## src/rtl/alu_exec_stage.sv

```systemverilog
// alu_exec_stage
//
// Execution stage that sits after ALU_Control. It takes the AluActive strobe
// and the AC0..AC7 operand/carry selects, along with the pipeline operands,
// and computes the ALU result. The stage is two deep and uses valid/ready
// handshaking:
//   - S1 holds the operands of the next operation.
//   - S2 holds the registered result and the architectural C/Z/N/V flags.
// It can sustain one operation per clock.
//
// Parameters
//   WIDTH      datapath width in bits (must be >= 2)
//
// Ports
//   Clock      rising-edge clock
//   Reset_n    synchronous active-low reset
//   InValid    upstream beat valid
//   InReady    stage can accept a beat
//   AluActive  beat is a real ALU op (0 = consume the beat and drop it)
//   AluCtrl    {AC7..AC0} operand / carry / op selects
//   Lhs, Rhs   operands
//   OutValid   Result and flags are valid
//   OutReady   downstream accepts the result
//   Result     registered result
//   FlagC/Z/N/V architectural flags
//   FlagP      even-parity flag (only when ALU_PARITY_FLAG_EN is defined)
//
// Configuration
//   ALU_PARITY_FLAG_EN  when defined, adds the FlagP output and the parity logic.

module alu_exec_stage #(
    parameter int WIDTH = 8
) (
    input  logic             Clock,
    input  logic             Reset_n,
    input  logic             InValid,
    output logic             InReady,
    input  logic             AluActive,
    input  logic [7:0]       AluCtrl,
    input  logic [WIDTH-1:0] Lhs,
    input  logic [WIDTH-1:0] Rhs,
    output logic             OutValid,
    input  logic             OutReady,
    output logic [WIDTH-1:0] Result,
    output logic             FlagC,
    output logic             FlagZ,
    output logic             FlagN,
    output logic             FlagV
`ifdef ALU_PARITY_FLAG_EN
    ,
    output logic             FlagP
`endif
);

    logic             s1_valid;
    logic [7:0]       s1_ctrl;
    logic [WIDTH-1:0] s1_lhs;
    logic [WIDTH-1:0] s1_rhs;

    logic             adv;
    logic             load;

    logic [WIDTH-1:0] lhs_op;
    logic [WIDTH-1:0] rhs_op;
    logic             cin;
    logic [WIDTH:0]   sum;
    logic [WIDTH-1:0] res;
    logic             next_c;
    logic             next_v;

    // S1 moves into S2 whenever the output register is empty or is being
    // drained in this same clock. That lets a new beat load while the previous
    // one advances, so the stage keeps full throughput.
    assign adv     = s1_valid && (!OutValid || OutReady);
    assign InReady = Reset_n && (!s1_valid || adv);
    assign load    = InValid && InReady && AluActive;

    always_comb begin
        lhs_op = s1_lhs;
        rhs_op = s1_rhs;
        cin    = 1'b0;
        sum    = '0;
        res    = '0;
        next_c = FlagC;
        next_v = 1'b0;

        case (s1_ctrl[5:4])
            2'd0:    lhs_op = s1_lhs;
            2'd1:    lhs_op = '0;
            2'd2:    lhs_op = s1_rhs;
            default: lhs_op = '1;
        endcase

        // In logic ops, AC[1:0] selects the function, not the right operand.
        if (s1_ctrl[3]) begin
            rhs_op = s1_rhs;
        end else begin
            case (s1_ctrl[1:0])
                2'd0:    rhs_op = s1_rhs;
                2'd1:    rhs_op = ~s1_rhs;
                2'd2:    rhs_op = '0;
                default: rhs_op = '1;
            endcase
        end

        // The chained carry uses the flag value from before this op updates it.
        cin = s1_ctrl[7] ? FlagC : s1_ctrl[6];
        sum = {1'b0, lhs_op} + {1'b0, rhs_op} + {{WIDTH{1'b0}}, cin};

        if (!s1_ctrl[3] && !s1_ctrl[2]) begin
            res    = sum[WIDTH-1:0];
            next_c = sum[WIDTH];
            next_v = (lhs_op[WIDTH-1] == rhs_op[WIDTH-1]) &&
                     (sum[WIDTH-1] != lhs_op[WIDTH-1]);
        end else if (!s1_ctrl[3]) begin
            res    = {cin, lhs_op[WIDTH-1:1]};
            next_c = lhs_op[0];
        end else begin
            case (s1_ctrl[1:0])
                2'd0:    res = lhs_op & rhs_op;
                2'd1:    res = lhs_op | rhs_op;
                2'd2:    res = lhs_op ^ rhs_op;
                default: res = ~lhs_op;
            endcase
        end
    end

    always_ff @(posedge Clock) begin
        if (!Reset_n) begin
            s1_valid <= 1'b0;
            s1_ctrl  <= '0;
            s1_lhs   <= '0;
            s1_rhs   <= '0;
            OutValid <= 1'b0;
            Result   <= '0;
            FlagC    <= 1'b0;
            FlagZ    <= 1'b0;
            FlagN    <= 1'b0;
            FlagV    <= 1'b0;
`ifdef ALU_PARITY_FLAG_EN
            FlagP    <= 1'b0;
`endif
        end else begin
            // A transferring beat with AluActive=0 is consumed but never enters S1.
            if (load) begin
                s1_valid <= 1'b1;
                s1_ctrl  <= AluCtrl;
                s1_lhs   <= Lhs;
                s1_rhs   <= Rhs;
            end else if (adv) begin
                s1_valid <= 1'b0;
            end

            if (adv) begin
                OutValid <= 1'b1;
                Result   <= res;
                FlagC    <= next_c;
                FlagZ    <= (res == '0);
                FlagN    <= res[WIDTH-1];
                FlagV    <= next_v;
`ifdef ALU_PARITY_FLAG_EN
                FlagP    <= ~^res;
`endif
            end else if (OutValid && OutReady) begin
                OutValid <= 1'b0;
            end
        end
    end

endmodule

```

## config.mk

```make
export PLATFORM = sky130hd
export DESIGN_NAME = alu_exec_stage
export DESIGN_NICKNAME = d
export VERILOG_FILES = /design/src/rtl/alu_exec_stage.sv
export SDC_FILE = /design/constraint.sdc
export NUM_CORES = 1
export LEC_CHECK = 0
export ABC_AREA = 1
export BUFFER_PORTS_ARGS = -buffer_cell sky130_fd_sc_hd__buf_2
export CORE_ASPECT_RATIO = 2
export CORE_UTILIZATION = 60
export CTS_CLUSTER_DIAMETER = 200
export CTS_CLUSTER_SIZE = 10
export DETAILED_ROUTE_END_ITERATION = 8
export PLACE_DENSITY = 0.94
export SETUP_SLACK_MARGIN = 0.5
export SLEW_MARGIN = 20
export SYNTH_ARGS = -nofsm -noshare
export SYNTH_HDL_FRONTEND = slang
export SYNTH_SLANG_ARGS = --single-unit
```

## constraint.sdc

```tcl
create_clock -name Clock -period 5.7 [get_ports Clock]
set_input_delay 1.14 -clock Clock [delete_from_list [all_inputs] [get_ports Clock]]
set_output_delay 1.14 -clock Clock [all_outputs]
set_load 0.01 [all_outputs]
```

Yosys cells after proc, flatten, opt, wreduce, memory -nomap -nowiden
Index checks and enable logic that the tools add are counted.
Cells by class
  $add $sub $neg: 2
  eq/ne operators: 7
  mux-type cells: 14
  bitwise logic cells: 5
  reduce and logical (&&, ||, !) cells: 19
Operators with widths (count)
  $pmux W8 S3: 3
  $mux W8: 3
  $not A8 Y8: 2
  $add A8 B8 Y9: 1
  $add A9 B1 Y9: 1
  $and A8 B8 Y8: 1
  $logic_not A8 Y1: 1
  $mux W1: 8
  $or A8 B8 Y8: 1
  $xor A8 B8 Y8: 1
  $logic_and A1 B1 Y1: 7
  $eq A2 B1 Y1 const B: 2
  $eq A2 B2 Y1 const B: 2
  $logic_not A1 Y1: 4
  $logic_not A2 Y1: 2
  $reduce_bool A2 Y1: 2
  $logic_or A1 B1 Y1: 2
  $ne A2 B1 Y1 const B: 1
  $reduce_and A2 Y1: 1
  $eq A1 B1 Y1: 1
  $ne A1 B1 Y1: 1
Storage, ports and cells
  flip-flop bits (word level): 38
  input port bits: 29
  output and inout bits: 14
  logic and storage cells: 57

Longest topological paths before layout
Gate-level depths: netlist (run 1).
  depth in word-level cells: 8
  mapped depth: 23
  mapped depth without buffers: 21

Worst setup path before layout (run 1)
Ideal clock, no wire load.
  path kind: register to register
  start: reg s1_ctrl[3]
  end: reg FlagZ
  library setup time: 0.114 ns
  arrival time: 2.596 ns
  required time: 5.586 ns
  setup slack: 2.990 ns
  stages on the path, launching flop included: 19
  path buffers: 2
  clock period less this slack: 2.710 ns
  cell sequence: dfxtp_1 -> buf_6 -> inv_2 -> buf_2 -> nand2_1 -> nand2_1 -> xor2_1 -> inv_1 -> fa_1 -> inv_1 -> fa_1 -> o21ai_0 -> a21oi_1 -> nor2_1 -> nor2_1 -> nand3_1 -> nor2_1 -> nor2_1 -> nor2_1
On the way
  word-level cells in the longest chain between the ends: 6
  elaborated cells on any way between the ends: 12
  classes of those cells: add/sub (2); mux (4); bitwise (3); reduce/logical (3)
Ends and longest elaborated chain
  start, declared: RTL line 56  | logic [7:0] s1_ctrl;
  start signal, assigned: RTL line 147  | s1_ctrl <= AluCtrl;
  parallel branches: the longest is 4 deep, another holds $add A8 B8 Y9
  $mux W8 (*): RTL line 110  | if (!s1_ctrl[3] && !s1_ctrl[2]) begin
  $logic_not A8 Y1 (*): RTL line 158  | FlagZ <= (res == '0);
  end signal, assigned: RTL line 158
  end, declared: RTL line 46  | output logic FlagZ,
Every way passes the cells marked *.
A chain may end at the register's enable or synchronous reset.

Final worst setup path (run 1)
  start: reg s1_ctrl[0]
  end: reg FlagZ
On the way
  word-level cells in the longest chain between the ends: 8
  elaborated cells on any way between the ends: 14
  classes of those cells: add/sub (2); eq/ne (2); mux (5); bitwise (3); reduce/logical (2)
Ends and longest elaborated chain (RTL line)
  parallel branches: the longest is 6 deep, another holds $add A8 B8 Y9
  $mux W8 (*): 110
  $logic_not A8 Y1 (*): 158
Marked as above.

==> results of run 1 <==
## through the flow
| stage | hold slack (ns) | power (uW) |
|---|---|---|
| global route | 0.471 | 686 |
| finish | 0.450 | 656 |
| floorplan | 0.424 | 401 |
| global placement | 0.437 | 440 |
| CTS | 0.453 | 655 |
| detailed placement | 0.441 | 443 |
## layer usage
metal,up-vias,global-route usage
met5,-,0
li1,1381,-
met1,1212,0.281
met4,0,0.292
met2,96,0.611
met3,45,0.0695
## cell families after synthesis
family / Yosys count
compound gates: 89
xor+xnor: 10
fa+ha+maj: 18
flops: 37
buf+inv: 93
simple gates: 168
## worst paths after layout
path	startpoint	endpoint	slack, ns	cells after the start
setup / recovery	s1_ctrl[0]$_SDFFE_PN0P_	FlagZ$_SDFFE_PN0P_	2.46	15
hold / removal	s1_lhs[2]$_SDFFE_PN0P_	s1_lhs[2]$_SDFFE_PN0P_	0.45	2
setup reg to reg	s1_ctrl[0]$_SDFFE_PN0P_	FlagZ$_SDFFE_PN0P_	2.46	15
hold reg to reg	s1_lhs[2]$_SDFFE_PN0P_	s1_lhs[2]$_SDFFE_PN0P_	0.45	2
## state kept, by name, indices dropped and copies added (netlist names)
signal    cells
s1_ctrl       8
Result        8
s1_lhs        8
s1_rhs        8
FlagC         1
FlagZ         1
s1_valid      1
OutValid      1
FlagV         1
## final cells by class
cell class | count | area share
multi-input combinational | 285 | 0.519
sequential | 37 | 0.251
inverter | 76 | 0.0976
timing repair buffer | 43 | 0.0738
clock buffer | 7 | 0.0327
tap | 54 | 0.0229
clock inverter | 1 | 0.00297
## synth_stat cells (all sizes together)
cell,instances
nand4,3
or2,1
ha,16
inv,76
fa,2
xor2,9
o211ai,4
dfxtp,37
buf,11
o21ai,48
clkbuf,6
nand3b,1
nor2,34
xnor2,1
nand3,39
nand2,90
a21oi,37
## power breakdown
part	switching, uW	internal (uW)
sequential	14.6	270
combinational	99.1	56.3
clock	104	112
total	217	438
## worst reg2reg max path: cells and delay by family (launching register included)
kind	cells	cell delay [ns]
simple gates	7	0.85
fa+ha+maj	2	0.84
flops	1	0.64
buf+inv	3	0.34
xor+xnor	1	0.25
compound gates	2	0.21
==> summary.txt, run 1 <==
final-layout fill cell count - 423
net total in the final layout - 495
first-pass GRT wire length - 11500 um
Syn Area/Cell - 6.42 um^2
Via Count - 2734
total negative slack - 0 ns
family with the most delay on the worst path - simple AND/OR/NAND/NOR gates
slowest stage cell, crit path - sky130_fd_sc_hd__dfxtp_1
portion of the clock cycle consumed by the worst path in the final layout - 0.569
clock buffers created by TritonCTS - 5
sinks on the clock net - 37
fraction of the mapped netlist area in simple logic gates - 0.275
area of the multi-input gates - 0.00153 mm^2
global placement routability congestion - 1.13
Pwr per Cell Area - 222 mW/mm^2
length of routed wiring on met1 - 2310 um
highest cell delay on the worst timing path - 0.64 ns
CTS tree - built
area added between synthesis and finish - 10.8%
top cells by area, synth - sky130_fd_sc_hd__dfxtp_1 (28%), sky130_fd_sc_hd__nand2_1 (12%), sky130_fd_sc_hd__inv_1 (9.2%)
synthesized-area fraction occupied by adder cells - 0.0902
cells traversed along the worst timing path - inv_4 > nor2_2 > xor2_1 > inv_1 > fa_1 > inv_1 > fa_1 > o21ai_0 > a21oi_1 > nor2_1 > nor2_1 > nand3_1 > nor2_1 > nor2_1 > nor2_1
total of warnings raised by yosys - 0
total count of hold-check failures in the final report - 0
number of placed I/O pins - 43
post-CTS setup buffers - 0
Detailed Place HPWL - 5550 um
Overall Global Routing Usage - 0.326
Residual DRC - 0
post-route cell area - 0.00295 mm^2
Final Worst Setup Slack - 2.46 ns
detailed-routed wire length on met3 - 390 um
part of the Yosys area used for sequential elements - 0.278
number of levels the H-tree was split into - 2
Met2 Wirelength - 3780 um
Clock Latency Late Sink - 0.30 ns
largest buffer count on any clock path - 2
site row count - 34
area of the mapped netlist - 0.00266 mm^2
status - completed
quantity of I/O buffers inserted on ports - 42
register area - 741 um^2
path category of the worst min-delay check - flip-flop to flip-flop
number of DRC violations after detailed-routing iteration 0 - 106
x dimension of the die - 49.1 um
CP Class - flip-flop to flip-flop
Post-CTS Hold Fix Bufs - 0
post-route antenna net violation count - 0
via/cell ratio - 5.44
CTS clk-pin slew, worst paths - 0.08 ns
number of nets in the synthesized netlist - 462
crit path time final - 3.24 ns
most common library cell in the layout ignoring fill and taps - sky130_fd_sc_hd__nand2_1
post-synthesis cell type count - 28
Post-Place Cell Area - 0.00284 mm^2
buffer and inverter count on the worst path - 3
Final setup viols - 0
Die Area - 0.00472 mm^2
Seq cells post-synth - 37
pin count of the biggest net entering global routing - 50
Cell Count Post-Placement - 495
Worst VDD drop - 216 uV
Die Y-Extent - 96.2 um
WL per Instance - 14.1 um
Cell Count, Final, Fillers Out - 503
combinational family with the most area after synthesis - simple AND/OR/NAND/NOR gates
Antenna Diode Count - 0
antenna violations before repair - 0
maximum net fanout on the critical path - 9
most frequent cells in the layout - sky130_fd_sc_hd__nand2_1 (87), sky130_fd_sc_hd__inv_1 (65), sky130_fd_sc_hd__buf_2 (42)
Post-Route Skew - 0.00806 ns
residual overflow from global routing - 0
proportion of layout cells with a drive suffix above 1 - 0.163
Leakage - 0.00150 uW
category of the worst setup path launch point - flip-flop
area of the core - 0.00430 mm^2
biggest area consumer among synthesized cells - sky130_fd_sc_hd__dfxtp_1
proportion of netlist area held by the largest area contributor - 0.278
clock root cell - sky130_fd_sc_hd__clkbuf_8
share of synthesized area spent on multiplexers - 0
Worst Path Arrival - 3.44 ns
DP Worst Slack - 2.48 ns
Most Frequent Cell on Critical Path - sky130_fd_sc_hd__nor2_1
starting density of the core - 0.620
slew margin rel. - 0.595
count of mapped cells out of synthesis - 415
CP required - 5.89 ns
max-capacitance violation count - 0
Worst setup EP type - flip-flop
max layer used - met4
Worst Max-Slew Pin Slew - 0.607 ns
Final Util - 0.686
number of cells upsized or downsized after cts - 0
post-synthesis share of cell area spent on xor and xnor gates - 0.0329
Final Routed Wirelength - 7080 um
number of pins exceeding their max-slew limit in the final report - 0
fraction of the mapped netlist area in compound gates - 0.177
RSZ-0062 raised after global routing - no
number of detailed-routing iterations run before antenna repair - 5
highest clock rate - 0.308 GHz
vias in the first global route - 2649
Note: power is estimated with default switching activity, not from simulation.
==> inputs of run 2 (changes only) <==
--- a/config.mk
+++ b/config.mk
@@ -5,14 +5,14 @@
 export SDC_FILE = /design/constraint.sdc
 export NUM_CORES = 1
 export LEC_CHECK = 0
-export ABC_AREA = 1
+export ABC_AREA = 0
 export BUFFER_PORTS_ARGS = -buffer_cell sky130_fd_sc_hd__buf_2
 export CORE_ASPECT_RATIO = 2
-export CORE_UTILIZATION = 60
+export CORE_UTILIZATION = 57
 export CTS_CLUSTER_DIAMETER = 200
 export CTS_CLUSTER_SIZE = 10
 export DETAILED_ROUTE_END_ITERATION = 8
-export PLACE_DENSITY = 0.94
+export PLACE_DENSITY = 0.9
 export SETUP_SLACK_MARGIN = 0.5
 export SLEW_MARGIN = 20
 export SYNTH_ARGS = -nofsm -noshare
==> constraint.sdc (replaced) <==
create_clock -name Clock -period 3.1 [get_ports Clock]
set_input_delay 0.62 -clock Clock [delete_from_list [all_inputs] [get_ports Clock]]
set_output_delay 0.62 -clock Clock [all_outputs]
set_load 0.01 [all_outputs]
==> summary.txt, run 2 <==
most common library cell in the layout ignoring fill and taps - sky130_fd_sc_hd__nand2_1
CTS clk-pin slew, worst paths - 0.08 ns (about the same)
slew margin rel. - 0.416 (-0.178)
biggest area consumer among synthesized cells - sky130_fd_sc_hd__dfxtp_1
Syn Area/Cell - 7.81 um^2 (+22%)
Clk network pwr share - 0.337 (+0.008)
number of pins exceeding their max-slew limit in the final report - 0 (unchanged)
Worst Path Arrival - 2.97 ns (-0.47 ns)
max-capacitance violation count - 0 (unchanged)
residual overflow from global routing - 0 (unchanged)
total count of hold-check failures in the final report - 0 (unchanged)
Cell Count Post-Placement - 432 (-13%)
Post-CTS Hold Fix Bufs - 0 (unchanged)
Worst VDD drop - 354 uV (+64%)
top cells by area, synth - sky130_fd_sc_hd__dfxtp_1 (27%), sky130_fd_sc_hd__nand2_1 (9.1%), sky130_fd_sc_hd__a21boi_0 (7.5%)
CTS tree - built
Seq cells post-synth - 37 (unchanged)
site row count - 35 (+2.9%)
switching portion of total power - 0.296 (-0.0359)
CP required - 3.31 ns (-2.58 ns)
highest clock rate - 0.363 GHz (+18%)
portion of the clock cycle consumed by the worst path in the final layout - 0.889 (+0.320)
Clock Latency Late Sink - 0.30 ns (about the same)
Leakage - 0.00133 uW (-11%)
post-route antenna net violation count - 0 (unchanged)
top-count cell post-synth - sky130_fd_sc_hd__nand2_1
Pwr per Cell Area - 345 mW/mm^2 (+55%)
clock buffers created by TritonCTS - 5 (unchanged)
worst setup path end - FlagZ$_SDFFE_PN0P_
Overall Global Routing Usage - 0.324 (-0.00173)
most frequent cells in the layout - sky130_fd_sc_hd__nand2_1 (65), sky130_fd_sc_hd__buf_2 (42), sky130_fd_sc_hd__dfxtp_1 (32)
global placement routability congestion - 0.982 (-13%)
WL per Instance - 18.1 um (+28%)
number of placed I/O pins - 43 (unchanged)
r2r endpoint - FlagZ$_SDFFE_PN0P_
Detailed Place HPWL - 5640 um (+1.6%)
antenna violations before repair - 0 (unchanged)
post-synthesis cell type count - 60 (+110%)
Async S/R FF share, synth - 0 (unchanged)
number of levels the H-tree was split into - 2 (unchanged)
Final Util - 0.733 (+0.0467)
Residual DRC - 0 (unchanged)
number of nets in the synthesized netlist - 395 (-15%)
RSZ-0062 raised after global routing - yes
post-layout power - 1160 uW (+77%)
CP Class - flip-flop to flip-flop
Antenna Diode Count - 0 (unchanged)
hold_ws - 0.464 ns (+0.0141 ns)
Final setup viols - 0 (unchanged)
clock root cell - sky130_fd_sc_hd__clkbuf_8
area of the core - 0.00460 mm^2 (+7.0%)
fraction of power consumed by sequential logic - 0.435 (about the same)
Cell Count, Final, Fillers Out - 451 (-10%)
area added between synthesis and finish - 24.0%
Via Count - 2801 (+2.5%)
commonest cells in the synthesized netlist - sky130_fd_sc_hd__nand2_1 (66), sky130_fd_sc_hd__dfxtp_1 (37), sky130_fd_sc_hd__a21boi_0 (27), sky130_fd_sc_hd__inv_1 (25), sky130_fd_sc_hd__a21oi_1 (18)
net total in the final layout - 442 (-11%)
number of DRC violations after detailed-routing iteration 0 - 157 (+48%)
Synth Flop Type - sky130_fd_sc_hd__dfxtp_1
cells on worst reg2reg path - 10 (-5)
path category of the worst min-delay check - flip-flop to flip-flop
starting density of the core - 0.591 (-0.0284)
proportion of layout cells with a drive suffix above 1 - 0.288 (+0.125)
Die Area - 0.00507 mm^2 (+7.2%)
pin count of the biggest net entering global routing - 40 (-20%)
proportion of netlist area held by the largest area contributor - 0.272 (-0.00576)
count of flip-flops with a built-in enable after synthesis - 0 (unchanged)
x dimension of the die - 50.8 um (+3.5%)
total negative slack - 0 ns (unchanged)
worst reg2reg path startpoint - s1_ctrl[5]$_SDFFE_PN0P_
category of the worst setup path launch point - flip-flop
crit path time final - 2.76 ns (-0.487 ns)
part of the Yosys area used for sequential elements - 0.272 (-0.00576)
maximum net fanout on the critical path - 11 (+2)
area of the mapped netlist - 0.00272 mm^2 (+2.1%)
quantity of I/O buffers inserted on ports - 42 (unchanged)
Worst setup EP type - flip-flop
startpoint of the most critical setup path - s1_ctrl[5]$_SDFFE_PN0P_
first-pass GRT wire length - 12400 um (+7.4%)
Die Y-Extent - 99.7 um (+3.6%)
count of mapped cells out of synthesis - 348 (-16%)
total of warnings raised by yosys - 0 (unchanged)
r2r setup slk - 0.34 ns (-2.11 ns)
sinks on the clock net - 37 (unchanged)
internal power component - 819 uW (+87%)
number of detailed-routing iterations run before antenna repair - 4 (-1)
Worst Max-Slew Pin Slew - 0.873 ns (+0.266 ns)
switching pwr - 343 uW (+58%)
part of the power in combinational logic - 0.228 (-0.009)
Post-Route Skew - 0.00473 ns (-0.00333 ns)
largest buffer count on any clock path - 2 (unchanged)
via/cell ratio - 6.21 (+14%)
status - completed
Final Routed Wirelength - 8150 um (+15%)
vias in the first global route - 2682 (+1.2%)
==> run 2: changes by cell type after synthesis, moves of 9 or more <==
| cell | previous run | this run |
|---|---|---|
| sky130_fd_sc_hd__mux2i_1 | 0 | 9 |
| sky130_fd_sc_hd__a21oi_1 | 36 | 18 |
| sky130_fd_sc_hd__inv_1 | 65 | 25 |
| sky130_fd_sc_hd__nand3_1 | 39 | 7 |
| sky130_fd_sc_hd__nor2_1 | 29 | 6 |
| sky130_fd_sc_hd__inv_2 | 10 | 0 |
| sky130_fd_sc_hd__nor2b_1 | 0 | 13 |
| sky130_fd_sc_hd__o21ai_0 | 41 | 13 |
| sky130_fd_sc_hd__nand2_1 | 87 | 66 |
| sky130_fd_sc_hd__a21boi_0 | 0 | 27 |
==> run 2: repair_timing <==
item	CTS	global route
endpoints found under the setup margin	8	7
setup buffers	7	4
gates resized for setup	23	20
pin swaps	5	7
==> run 2: layer usage <==
metal | GRT usage | up-vias | part of all wire
met3 | 0.0428 | 53 | 0.044
met5 | 0 | - | 0
met2 | 0.597 | 131 | 0.53
met4 | 0.231 | 0 | 0.077
met1 | 0.315 | 1308 | 0.35
li1 | - | 1309 | -
==> run 2: kinds of logic after synthesis <==
family,Yosys count,synth area share
and+or+nand+nor,121,0.220
AOI/OAI and AO/OA,112,0.298
buffers and inverters,47,0.0745
DFF,37,0.272
adders and majority gates,18,0.0884
muxes,10,0.0373
xor gates and xnor gates,3,0.00967
==> run 2: final cells by class <==
type,instances,area (um^2)
well taps,55,68.8
multi-input cells,264,1970
flip-flops and latches,37,752
clock inverters,1,8.76
clock buffers,7,96.3
inverters,25,93.8
repair buffers,62,379
fillers,345,1230
==> run 2: worst max-delay path, stage by stage, from the launching register on <==
cell and delay, ns:
sky130_fd_sc_hd__dfxtp_2 0.35, sky130_fd_sc_hd__buf_4 0.18, sky130_fd_sc_hd__nor3b_4 0.25, sky130_fd_sc_hd__or2_4 0.19
sky130_fd_sc_hd__inv_1 0.09, sky130_fd_sc_hd__fa_2 0.58, sky130_fd_sc_hd__a32oi_1 0.06, sky130_fd_sc_hd__nand4_1 0.16
sky130_fd_sc_hd__nand4b_1 0.13, sky130_fd_sc_hd__or4_1 0.50, sky130_fd_sc_hd__o31ai_2 0.18
==> run 2: worst min-delay path by stage <==
stage	from	end	slack, ns	depth (start not counted)
finish	Result[4]$_SDFFE_PN0P_	Result[4]$_SDFFE_PN0P_	0.46	2
global route	Result[4]$_SDFFE_PN0P_	Result[4]$_SDFFE_PN0P_	0.49	2
CTS	s1_lhs[5]$_SDFFE_PN0P_	s1_lhs[5]$_SDFFE_PN0P_	0.47	2
detailed placement	s1_lhs[5]$_SDFFE_PN0P_	s1_lhs[5]$_SDFFE_PN0P_	0.46	2
global placement	s1_ctrl[6]$_SDFFE_PN0P_	s1_ctrl[6]$_SDFFE_PN0P_	0.45	2
floorplan	s1_lhs[1]$_SDFFE_PN0P_	s1_lhs[1]$_SDFFE_PN0P_	0.44	2
==> run 2: power by group through the flow <==
stage | registers (uW) | clock network (uW) | logic, uW
global route | 508 | 413 | 285
floorplan | 515 | 0 | 149
CTS | 506 | 390 | 236
detailed placement | 516 | 0 | 209
global placement | 516 | 0 | 204
finish | 506 | 392 | 264
==> run 2: metrics by stage <==
| stage | setup slack, ns | cell area (um^2) |
|---|---|---|
| 5_1_grt | 0.234 | 3370 |
| 3_5_place_dp | 0.161 | 2990 |
| 2_1_floorplan | 0.303 | 2770 |
| 6_report | 0.344 | 3370 |
| 4_1_cts | 0.360 | 3270 |
| 3_3_place_gp | 0.232 | 2990 |
==> inputs of run 3 (changes only) <==
--- a/config.mk
+++ b/config.mk
@@ -8,11 +8,11 @@
 export ABC_AREA = 0
 export BUFFER_PORTS_ARGS = -buffer_cell sky130_fd_sc_hd__buf_2
 export CORE_ASPECT_RATIO = 2
-export CORE_UTILIZATION = 57
+export CORE_UTILIZATION = 60
 export CTS_CLUSTER_DIAMETER = 200
 export CTS_CLUSTER_SIZE = 10
 export DETAILED_ROUTE_END_ITERATION = 8
-export PLACE_DENSITY = 0.9
+export PLACE_DENSITY = 0.94
 export SETUP_SLACK_MARGIN = 0.5
 export SLEW_MARGIN = 20
 export SYNTH_ARGS = -nofsm -noshare
==> constraint.sdc (replaced) <==
create_clock -name Clock -period 3.48 [get_ports Clock]
set_input_delay 0.696 -clock Clock [delete_from_list [all_inputs] [get_ports Clock]]
set_output_delay 0.696 -clock Clock [all_outputs]
set_load 0.01 [all_outputs]
==> summary.txt, run 3 (same netlist as run 2, synthesis figures left out) <==
part of the power in combinational logic - 0.198 (-0.030)
CP required - 3.70 ns (+0.39 ns)
status - completed
Post-CTS Hold Fix Bufs - 0 (unchanged)
maximum net fanout on the critical path - 14 (+3)
Die Area - 0.00482 mm^2 (-4.8%)
internal power component - 676 uW (-17%)
CTS clk-pin slew, worst paths - 0.08 ns (about the same)
portion of the clock cycle consumed by the worst path in the final layout - 0.820 (-0.0693)
switching pwr - 283 uW (-18%)
Antenna Diode Count - 0 (unchanged)
final-layout fill cell count - 356 (+3.2%)
Final setup viols - 0 (unchanged)
DP Worst Slack - 0.301 ns (+0.140 ns)
number of placed I/O pins - 43 (unchanged)
CTS tree - built
most common library cell in the layout ignoring fill and taps - sky130_fd_sc_hd__nand2_1
Detailed Place HPWL - 5700 um (+1.1%)
sinks on the clock net - 37 (unchanged)
Worst VDD drop - 262 uV (-26%)
category of the worst setup path launch point - flip-flop
Worst Path Arrival - 3.07 ns (+0.10 ns)
CP Class - flip-flop to flip-flop
Residual DRC - 0 (unchanged)
post-route antenna net violation count - 0 (unchanged)
Pwr per Cell Area - 309 mW/mm^2 (-10%)
starting density of the core - 0.627 (+0.0353)
quantity of I/O buffers inserted on ports - 42 (unchanged)
residual overflow from global routing - 0 (unchanged)
most frequent cells in the layout - sky130_fd_sc_hd__nand2_1 (66), sky130_fd_sc_hd__buf_2 (42), sky130_fd_sc_hd__dfxtp_1 (32)
first-pass GRT wire length - 11700 um (-5.7%)
total count of hold-check failures in the final report - 0 (unchanged)
fraction of power consumed by sequential logic - 0.473 (+0.038)
vias in the first global route - 2695 (+0.48%)
Worst setup EP type - flip-flop
Worst Max-Slew Pin Slew - 0.887 ns (+0.0141 ns)
area of the core - 0.00434 mm^2 (-5.6%)
Post-Route Skew - 0.00653 ns (+0.00180 ns)
number of pins exceeding their max-slew limit in the final report - 0 (unchanged)
number of detailed-routing iterations run before antenna repair - 5 (+1)
Clock Latency Late Sink - 0.29 ns (about the same)
proportion of layout cells with a drive suffix above 1 - 0.217 (-0.0712)
Die Y-Extent - 97.2 um (-2.5%)
slew margin rel. - 0.407 (-0.00942)
Overall Global Routing Usage - 0.316 (-0.00766)
global placement routability congestion - 0.976 (-0.60%)
largest buffer count on any clock path - 2 (unchanged)
RSZ-0062 raised after global routing - no
highest clock rate - 0.351 GHz (-3.4%)
area added between synthesis and finish - 14.1%
WL per Instance - 17.2 um (-4.9%)
site row count - 34 (-2.9%)
max-capacitance violation count - 0 (unchanged)
path category of the worst min-delay check - flip-flop to flip-flop
Via Count - 2720 (-2.9%)
number of DRC violations after detailed-routing iteration 0 - 96 (-39%)
switching portion of total power - 0.295 (-0.000755)
antenna violations before repair - 0 (unchanged)
Final Routed Wirelength - 7510 um (-7.8%)
number of levels the H-tree was split into - 2 (unchanged)
pin count of the biggest net entering global routing - 40 (unchanged)
Clk network pwr share - 0.329 (-0.008)
clock root cell - sky130_fd_sc_hd__clkbuf_8
Final Worst Setup Slack - 0.628 ns (+0.284 ns)
clock buffers created by TritonCTS - 5 (unchanged)
crit path time final - 2.85 ns (+0.0965 ns)
Leakage - 0.00125 uW (-6.3%)
total negative slack - 0 ns (unchanged)
x dimension of the die - 49.6 um (-2.4%)
via/cell ratio - 6.22 (+0.22%)
net total in the final layout - 430 (-2.7%)
-- run 3: final cells by class --
class,instances,area [um^2],area share
Clock inverter,1,7.51,0.00242
Clock buffer,6,82.6,0.0266
Multi-Input combinational cell,264,1820,0.588
Tap cell,54,67.6,0.0218
Sequential cell,37,757,0.244
Timing Repair Buffer,50,270,0.0871
Inverter,25,93.8,0.0303
-- run 3: metal layers --
metal  global-route usage  wire length, um  up-vias
met5                    0                0        -
met4                0.268              643        0
met3               0.0376              306       52
met2                0.588             4040      120
met1                0.282             2530     1265
li1                     -                -     1283
-- run 3: per-stage QoR --
step	hold slack, ns	total power [uW]	cells	cell area [um^2]	utilization
5_1_grt	0.497	991	437	3100	0.715
2_1_floorplan	0.438	588	348	2730	-
3_3_place_gp	0.448	637	428	2940	0.678
6_report	0.465	959	437	3100	0.715
4_1_cts	0.472	954	435	3050	0.702
3_5_place_dp	0.461	643	428	2940	0.678
-- run 3: final timing paths --
kind / start / end / slack (ns) / depth (start not counted)
setup / recovery: s1_ctrl[4]$_SDFFE_PN0P_ / FlagZ$_SDFFE_PN0P_ / 0.63 / 12
hold / removal: Result[4]$_SDFFE_PN0P_ / Result[4]$_SDFFE_PN0P_ / 0.47 / 2
setup reg to reg: s1_ctrl[4]$_SDFFE_PN0P_ / FlagZ$_SDFFE_PN0P_ / 0.63 / 12
hold reg to reg: Result[4]$_SDFFE_PN0P_ / Result[4]$_SDFFE_PN0P_ / 0.47 / 2
-- run 3: timing repair --
item | in CTS | in global routing
endpoints found under the hold margin | 0 | 0
setup endpoints to repair | 4 | 3
resized for setup | 8 | 11
pin swaps | 0 | 3
setup buffers | 0 | 2
-- run 3: power by group through the flow --
stage | Clock [uW] | Combinational, uW | Sequential, uW
after floorplan | 0 | 130 | 458
after global placement | 0 | 173 | 463
after detailed placement | 0 | 179 | 464
after CTS | 319 | 181 | 455
after global routing | 330 | 206 | 455
final | 315 | 190 | 453
-- run 3: worst max-delay path, cell delays in order (launching register included) --
cell and delay (ns):
sky130_fd_sc_hd__dfxtp_4 0.40, sky130_fd_sc_hd__o21a_1 0.19, sky130_fd_sc_hd__a21oi_2 0.18, sky130_fd_sc_hd__inv_1 0.11, sky130_fd_sc_hd__fa_2 0.42, sky130_fd_sc_hd__inv_1 0.08
sky130_fd_sc_hd__fa_2 0.21, sky130_fd_sc_hd__nand2b_1 0.14, sky130_fd_sc_hd__a21oi_1 0.11, sky130_fd_sc_hd__or4_1 0.52, sky130_fd_sc_hd__nand3_1 0.12, sky130_fd_sc_hd__nand2_1 0.07
sky130_fd_sc_hd__o31ai_2 0.21
